$ cat src/rtl/tiny_dnn_ex_seq.sv
// Sample-level sequencer for the conv execution controller: one s_init per sample, host write arbitration.
// Optional watchdog enabled by defining TINY_DNN_SEQ_WDT_EN.
module tiny_dnn_ex_seq #(
  parameter int unsigned SW    = 10,
  parameter int unsigned WDT_W = 16
) (
  input  logic             clk,
  input  logic             rst,
  input  logic             cmd_valid,
  output logic             cmd_ready,
  input  logic             cmd_bp,
  input  logic [SW-1:0]    cmd_cnt,
  input  logic             abort,
  input  logic             wr_req,
  output logic             wr_gnt,
  output logic             s_init,
  input  logic             s_fin,
  output logic             backprop,
  output logic [SW-1:0]    smp,
  output logic             busy,
  output logic             done,
  output logic             aborted,
  input  logic [WDT_W-1:0] wdt_max,
  output logic             err
);

  typedef enum logic [2:0] {
    S_IDLE,
    S_INIT,
    S_WAIT,
    S_DRAIN,
    S_DONE
  } state_t;

  state_t        r_state;
  state_t        w_next;
  logic          r_s_init;
  logic          r_busy;
  logic          r_done;
  logic          r_backprop;
  logic          r_aborted;
  logic          r_abort_pend;
  logic [SW-1:0] r_smp;
  logic [SW-1:0] r_cnt;
  logic          w_idle_free;
  logic          w_accept;
  logic          w_set_aborted;
  logic          w_smp_inc;
  logic          w_abort_req;
  logic          w_timeout;
  logic          w_in_wait;

  // busy stays high through the done pulse, so host access opens only once both have dropped
  assign w_idle_free = (r_state == S_IDLE) && !r_busy;
  assign cmd_ready   = w_idle_free && !wr_req;
  assign wr_gnt      = w_idle_free && wr_req;
  assign w_in_wait   = (r_state == S_WAIT) || (r_state == S_DRAIN);
  assign w_abort_req = abort || r_abort_pend;

`ifdef TINY_DNN_SEQ_WDT_EN
  logic [WDT_W-1:0] r_wdt;
  logic             r_err;
  logic             w_wdt_clr;

  assign w_timeout = w_in_wait && !s_fin && (wdt_max != '0) && (r_wdt == wdt_max - 1'b1);
  assign w_wdt_clr = ((w_next == S_WAIT) && (r_state != S_WAIT)) ||
                     ((w_next == S_DRAIN) && (r_state != S_DRAIN));

  always_ff @(posedge clk) begin
    if (rst) begin
      r_wdt <= '0;
      r_err <= 1'b0;
    end else begin
      if (w_wdt_clr) begin
        r_wdt <= '0;
      end else if (w_in_wait && (r_wdt != '1)) begin
        r_wdt <= r_wdt + 1'b1;
      end
      if (w_timeout) begin
        r_err <= 1'b1;
      end
    end
  end

  assign err = r_err;
`else
  logic w_unused_wdt;

  assign w_unused_wdt = ^{wdt_max, w_in_wait};
  assign w_timeout    = 1'b0;
  assign err          = 1'b0;
`endif

  always_comb begin
    w_next        = r_state;
    w_accept      = 1'b0;
    w_set_aborted = 1'b0;
    w_smp_inc     = 1'b0;
    case (r_state)
      S_IDLE: begin
        if (cmd_valid && cmd_ready) begin
          w_accept = 1'b1;
          w_next   = S_INIT;
        end
      end
      S_INIT: begin
        w_next = S_WAIT;
      end
      S_WAIT: begin
        if (s_fin) begin
          if (w_abort_req) begin
            w_next        = S_DONE;
            w_set_aborted = 1'b1;
          end else if (r_smp == r_cnt) begin
            w_next = S_DONE;
          end else begin
            w_smp_inc = 1'b1;
            w_next    = S_INIT;
          end
        end else if (w_timeout) begin
          w_next        = S_DONE;
          w_set_aborted = 1'b1;
        end else if (w_abort_req) begin
          w_next = S_DRAIN;
        end
      end
      S_DRAIN: begin
        if (s_fin || w_timeout) begin
          w_next        = S_DONE;
          w_set_aborted = 1'b1;
        end
      end
      S_DONE: begin
        w_next = S_IDLE;
      end
      default: begin
        w_next = S_IDLE;
      end
    endcase
  end

  always_ff @(posedge clk) begin
    if (rst) begin
      r_state      <= S_IDLE;
      r_s_init     <= 1'b0;
      r_busy       <= 1'b0;
      r_done       <= 1'b0;
      r_backprop   <= 1'b0;
      r_aborted    <= 1'b0;
      r_abort_pend <= 1'b0;
      r_smp        <= '0;
      r_cnt        <= '0;
    end else begin
      r_state  <= w_next;
      r_s_init <= (w_next == S_INIT);
      r_done   <= (r_state == S_DONE);
      r_busy   <= (w_next != S_IDLE) || (r_state == S_DONE);
      if (w_accept) begin
        r_backprop <= cmd_bp;
        r_cnt      <= cmd_cnt;
        r_smp      <= '0;
        r_aborted  <= 1'b0;
      end else begin
        if (w_smp_inc) begin
          r_smp <= r_smp + 1'b1;
        end
        if (w_set_aborted) begin
          r_aborted <= 1'b1;
        end
      end
      // an abort seen during INIT is held so WAIT can act on it
      case (r_state)
        S_INIT:  r_abort_pend <= r_abort_pend || abort;
        S_WAIT:  r_abort_pend <= r_abort_pend;
        default: r_abort_pend <= 1'b0;
      endcase
    end
  end

  assign s_init   = r_s_init;
  assign busy     = r_busy;
  assign done     = r_done;
  assign backprop = r_backprop;
  assign aborted  = r_aborted;
  assign smp      = r_smp;

endmodule

$ cat config.mk
export PLATFORM = sky130hd
export DESIGN_NAME = tiny_dnn_ex_seq
export DESIGN_NICKNAME = d
export VERILOG_FILES = /design/src/rtl/tiny_dnn_ex_seq.sv
export SDC_FILE = /design/constraint.sdc
export NUM_CORES = 1
export LEC_CHECK = 0
export ABC_CLOCK_PERIOD_IN_PS = 2490
export CAP_MARGIN = 20
export CORE_MARGIN = 2
export CORE_UTILIZATION = 45
export DETAILED_ROUTE_END_ITERATION = 8
export DONT_BUFFER_PORTS = 1
export RECOVER_POWER = 25
export SLEW_MARGIN = 20
export SYNTH_ARGS = -nofsm -noshare
export SYNTH_HDL_FRONTEND = slang
export SYNTH_SLANG_ARGS = --single-unit
export TNS_END_PERCENT = 20
$ cat constraint.sdc
create_clock -name clk -period 2.49 [get_ports clk]
set_input_delay 0.498 -clock clk [delete_from_list [all_inputs] [get_ports clk]]
set_output_delay 0.498 -clock clk [all_outputs]
set_load 0.005 [all_outputs]
# Word level (Yosys, flattened, before mapping)
# Index checks and enable logic that the tools add are counted.
# word_totals
reg_bits	29
input_bits	33
output_inout_bits	18
# classes
addsub	1
eq_ne	6
mux	18
reduce_logical	11
# ops
operator	count
3-bit 2-to-1 mux	6
3-bit one-hot mux with 4 select lines	1
10-bit by 1-bit adder with 10-bit output, second input constant	1
10-bit equality test	1
1-bit 2-to-1 mux	9
3-bit by 1-bit equality test with 1-bit output, second input constant	2
3-bit by 2-bit equality test with 1-bit output, second input constant	2
1-bit logical AND	4
1-bit one-hot mux with 2 select lines	2
3-bit equality test, second input constant	1
3-bit zero test	1
3-bit nonzero test	1
1-bit zero test	2
1-bit logical OR	2
2-bit OR reduction	1

# Logic depth before layout (Yosys ltp)
# logic_depth
depth_word	8
depth_mapped	8

# Least setup slack after synthesis
# Ideal clock, no wire load.
# synth_path
path_kind	input port to flip-flop
start	input port abort
end	register r_smp[6], in the netlist smp[6]
setup_time_ns	0.070
t_arrival_ns	1.866
required_time_ns	2.420
path_slack_ns	0.554
cell_stages	6
path_buffers	1
cell_sequence	or3_4 -> nor3_4 -> o31ai_2 -> buf_6 -> or4_1 -> a21oi_1
# synth_via
elab_chain_cells	4
# synth_lines
element	line_no	text
from (decl)	13	input logic abort,
1-bit logical OR	58	assign w_abort_req = abort || r_abort_pend;
1-bit 2-to-1 mux	111	if (w_abort_req) begin
1-bit 2-to-1 mux	110	if (s_fin) begin
1-bit 2-to-1 mux	99	case (r_state)
to (signal assigned)	165	r_smp <= r_smp + 1'b1;
to (decl)	43	logic [SW-1:0] r_smp;
# Every way passes these cells.
# A chain may end at the register's enable or synchronous reset.

# Worst setup path after layout
# layout_path
start	register r_state[0]
end	output port cmd_ready
# layout_via
elab_chain_cells	3
# layout_lines
element	line_no	text
from (decl)	35	state_t r_state;
from (signal assigned)	154	r_state <= w_next;
3-bit zero test	54	assign w_idle_free = (r_state == S_IDLE) && !r_busy;
1-bit logical AND	54	
1-bit logical AND	55	assign cmd_ready = w_idle_free && !wr_req;
to (decl)	10	output logic cmd_ready,
# Every way passes these cells.

==> impl_metrics.csv <==
group,metric,value,unit
sta,setup-violations-final,0,
run_status,violations,"DRC",
setup_path,rrSetupSlack,470,ps
flow_run,max-cap-violations,0,
cts,cts-buffers-inserted,5,
setup_path,worstSetupEndpointType,"primary output",
cts,cts.sinks,29,
power_and_ir_drop,design_power_total,0.8627,mW
cells_and_area,diodes,0,
cts,cts.reportedPaths.clkPinSlew,90,ps
die,floorplan.die.height,58.75,um
setup_path,worstPathCellList,"buf_4 -> nor4_1 -> nor2b_1",
cts,cts-htree-levels,2,
cts,cts_hold_repair.buffers,0,
setup_path,critical-path-max-stage-delay,480,ps
sta,achievable-frequency,495.0,MHz
yosys,syn_area,1349,sq um
cts,post_cts_setup_repair_bufs,0,
cts,worst_skew_pair.late_latency,320,ps
setup_path,number_of_buffers_and_inverters_on_the_critical_path,1,
sta,grt_setup_unrepaired,"false",
sta,slew_at_the_pin_closest_to_its_max_slew_limit,498.7,ps
setup_path,critPathSlowestCell,"sky130_fd_sc_hd__nor4_1",
yosys,yosys-top-cells-area,"sky130_fd_sc_hd__dfxtp_1 (43%), sky130_fd_sc_hd__a21oi_1 (8.9%), sky130_fd_sc_hd__nand2_1 (7.8%), sky130_fd_sc_hd__xnor2_1 (6.5%), sky130_fd_sc_hd__nand3_1 (3.3%)",
die,floorplan.initialDensity,0.4808,
routing,drt-initial-drc-count,54,
yosys,yosys.area.top_type,"sky130_fd_sc_hd__dfxtp_1",
yosys,syn-mean-instance-area,8.175,sq um
cells_and_area,final_nets,199,
routing,ant_nets,0,
yosys,synth_seq_area_share,0.4304,
place,numPortBuffers,0,
grt,grt_start_max_net_pins,20,
grt,gr-usage-all-layers,0.1877,
cells_and_area,num-fill-cells,308,
grt,grt_antenna_before_repair,0,
setup_path,worst-setup-path-type,"flip-flop to primary output",
setup_path,crit_arrival,1520,ps
setup_path,rr_startpoint,"r_abort_pend$_SDFFE_PP0N_",
cts,cts_buffer_depth,2,
setup_path,worst_setup_path_startpoint,"r_state[0]$_SDFF_PP0_",
cts,cts.root.buffer_cell,"sky130_fd_sc_hd__clkbuf_4",
routing,route.vias.total,1140,
routing,post_drt_wl_per_cell,14.21,um
sta,clock_skew,4.746,ps
worst_hold_path,holdCritPathClass,"input pin to flip-flop",
routing,totalWireLength,2800,um
cells_and_area,area.growth.synth_to_final,3.989,%
worst_hold_path,hp-start,"rst",
routing,drt-pass1-iter-count,6,
place,post-dp-hpwl,2030,um
yosys,async_reset_ff_frac,0,
run_status,status,"finished, violations left",
yosys,synth_top_cell_area_share,0.4304,
cts,postCtsResizedCells,0,
yosys,syn-num-nets,199,
grt,wire_length_of_the_first_global_routing_pass,4733,um
cts,cts_tree,"built",
power_and_ir_drop,cellLeakagePower,0.4509,nW
sta,slew_viol_final,0,
yosys,post_synth_most_frequent_cells,"sky130_fd_sc_hd__dfxtp_1 (29), sky130_fd_sc_hd__nand2_1 (28), sky130_fd_sc_hd__a21oi_1 (24), sky130_fd_sc_hd__xnor2_1 (10), sky130_fd_sc_hd__nand3_1 (9)",
die,core_area,2805,sq um
sta,period_needed,2020,ps
yosys,ffs_latches_synth,29,
yosys,synthCells,165,
place,gp_congestion,0.8424,
cells_and_area,final_layout_size_suffix_gt1_frac,0.07229,
yosys,ys.flop_type,"sky130_fd_sc_hd__dfxtp_1",
yosys,yosys_warnings,0,
sta,timing_hold_violations_final,0,
die,die_width,58.75,um
yosys,synth_enable_flop_cells,0,
setup_path,crit_path_start_kind,"flip-flop",
die,placement_rows,19,
power_and_ir_drop,worst_ir_drop_vdd,0.3014,mV
grt,grt.overflow.total,0,
sta,setup-tns-final,0,ps
die,fp.dieArea,3451,sq um
setup_path,path_delay_family,"simple AND/OR/NAND/NOR gates",
sta,max_slew_headroom,0.6645,
routing,avgViaCountPerCell,5.787,
die,io_pins,51,
grt,first_global_vias,1032,
setup_path,path_max_fanout,8,
sta,final.period_utilization,0.8114,
power_and_ir_drop,power_per_cell_area,615.1,nW/um^2
routing,remaining_drc_errors,2,
setup_path,cp.required,1990,ps
yosys,yosys.cell_count.top_type,"sky130_fd_sc_hd__dfxtp_1",
yosys,synth.distinct_cells,29,
[final cells by class]
class                   instances  area (sq um)  share of cell area
clock buffers                   8         48.80             0.03479
inverters                       4         15.01             0.01070
multi-input cells             122         696.9              0.4969
flip-flops and latches         29         580.6              0.4139
well taps                      31         38.79             0.02765
repair buffers                  3         22.52             0.01606
[worst paths after layout]
path | depth (start not counted) | endpoint
min reg2reg | 2 | r_cnt[9]$_SDFFE_PP0P_
min | 1 | r_cnt[5]$_SDFFE_PP0P_
max | 3 | cmd_ready
max reg2reg | 6 | smp[8]$_SDFFE_PP0P_
[per-layer routing]
metal / track usage / routed length (um) / vias to the layer above
met2: 0.2698 / 1340 / 26
met4: 0.07792 / 40 / 0
met1: 0.2445 / 1264 / 538
met3: 0.08352 / 153 / 4
li1: - / - / 572
met5: 0 / 0 / -
[stage by stage]
stage	util	hold slack, ps	worst slack [ps]	area, sq um	instances
6_report	0.5000	237.6	469.7	1403	197
5_1_grt	0.5000	201.1	318.8	1403	197
4_1_cts	0.5000	217.2	449.5	1403	197
3_5_place_dp	0.4826	458.2	347.8	1354	189
3_3_place_gp	0.4826	452.4	426.5	1354	189
2_1_floorplan	-	442.8	554.0	1349	165
[logic make-up (layout without fill, tap and decap cells)]
kind of cell / after synthesis / after routing / synth area share
other cells: 1 / 1 / 0.002780
fa+ha+maj: 1 / 1 / 0.009275
simple gates: 68 / 68 / 0.2570
compound gates: 40 / 40 / 0.1698
flops: 29 / 29 / 0.4304
xor+xnor: 12 / 12 / 0.07792
buf+inv: 14 / 15 / 0.05288
[where the power goes]
| group | total [mW] | switching (mW) | internal, mW |
|---|---|---|---|
| clock network | 0.263 | 0.151 | 0.112 |
| registers | 0.498 | 0.0152 | 0.482 |
| logic | 0.102 | 0.0608 | 0.0409 |
[cell usage in the layout (no fill, tap or decap), drive strengths merged]
master  count
or2         1
or3         7
conb        1
xor2        2
a31oi       1
o31ai       6
nand4       3
and2        2
a311oi      2
nand2b      1
nor2        8
xnor2      10
nand3       9
nor3        1
dfxtp      29
or4         4
nor4b       1
clkbuf      8
nand2      28
nor2b       2
ha          1
a21oi      24
buf         3
o21ai       7
nor4        1
inv         4
[sequential cells by signal, summed over array words and instances, names as in the netlist]
signal        count
r_state           3
backprop          1
r_cnt            10
done              1
busy              1
s_init            1
r_abort_pend      1
aborted           1
smp              10
Power figures use the tool's default switching activity.
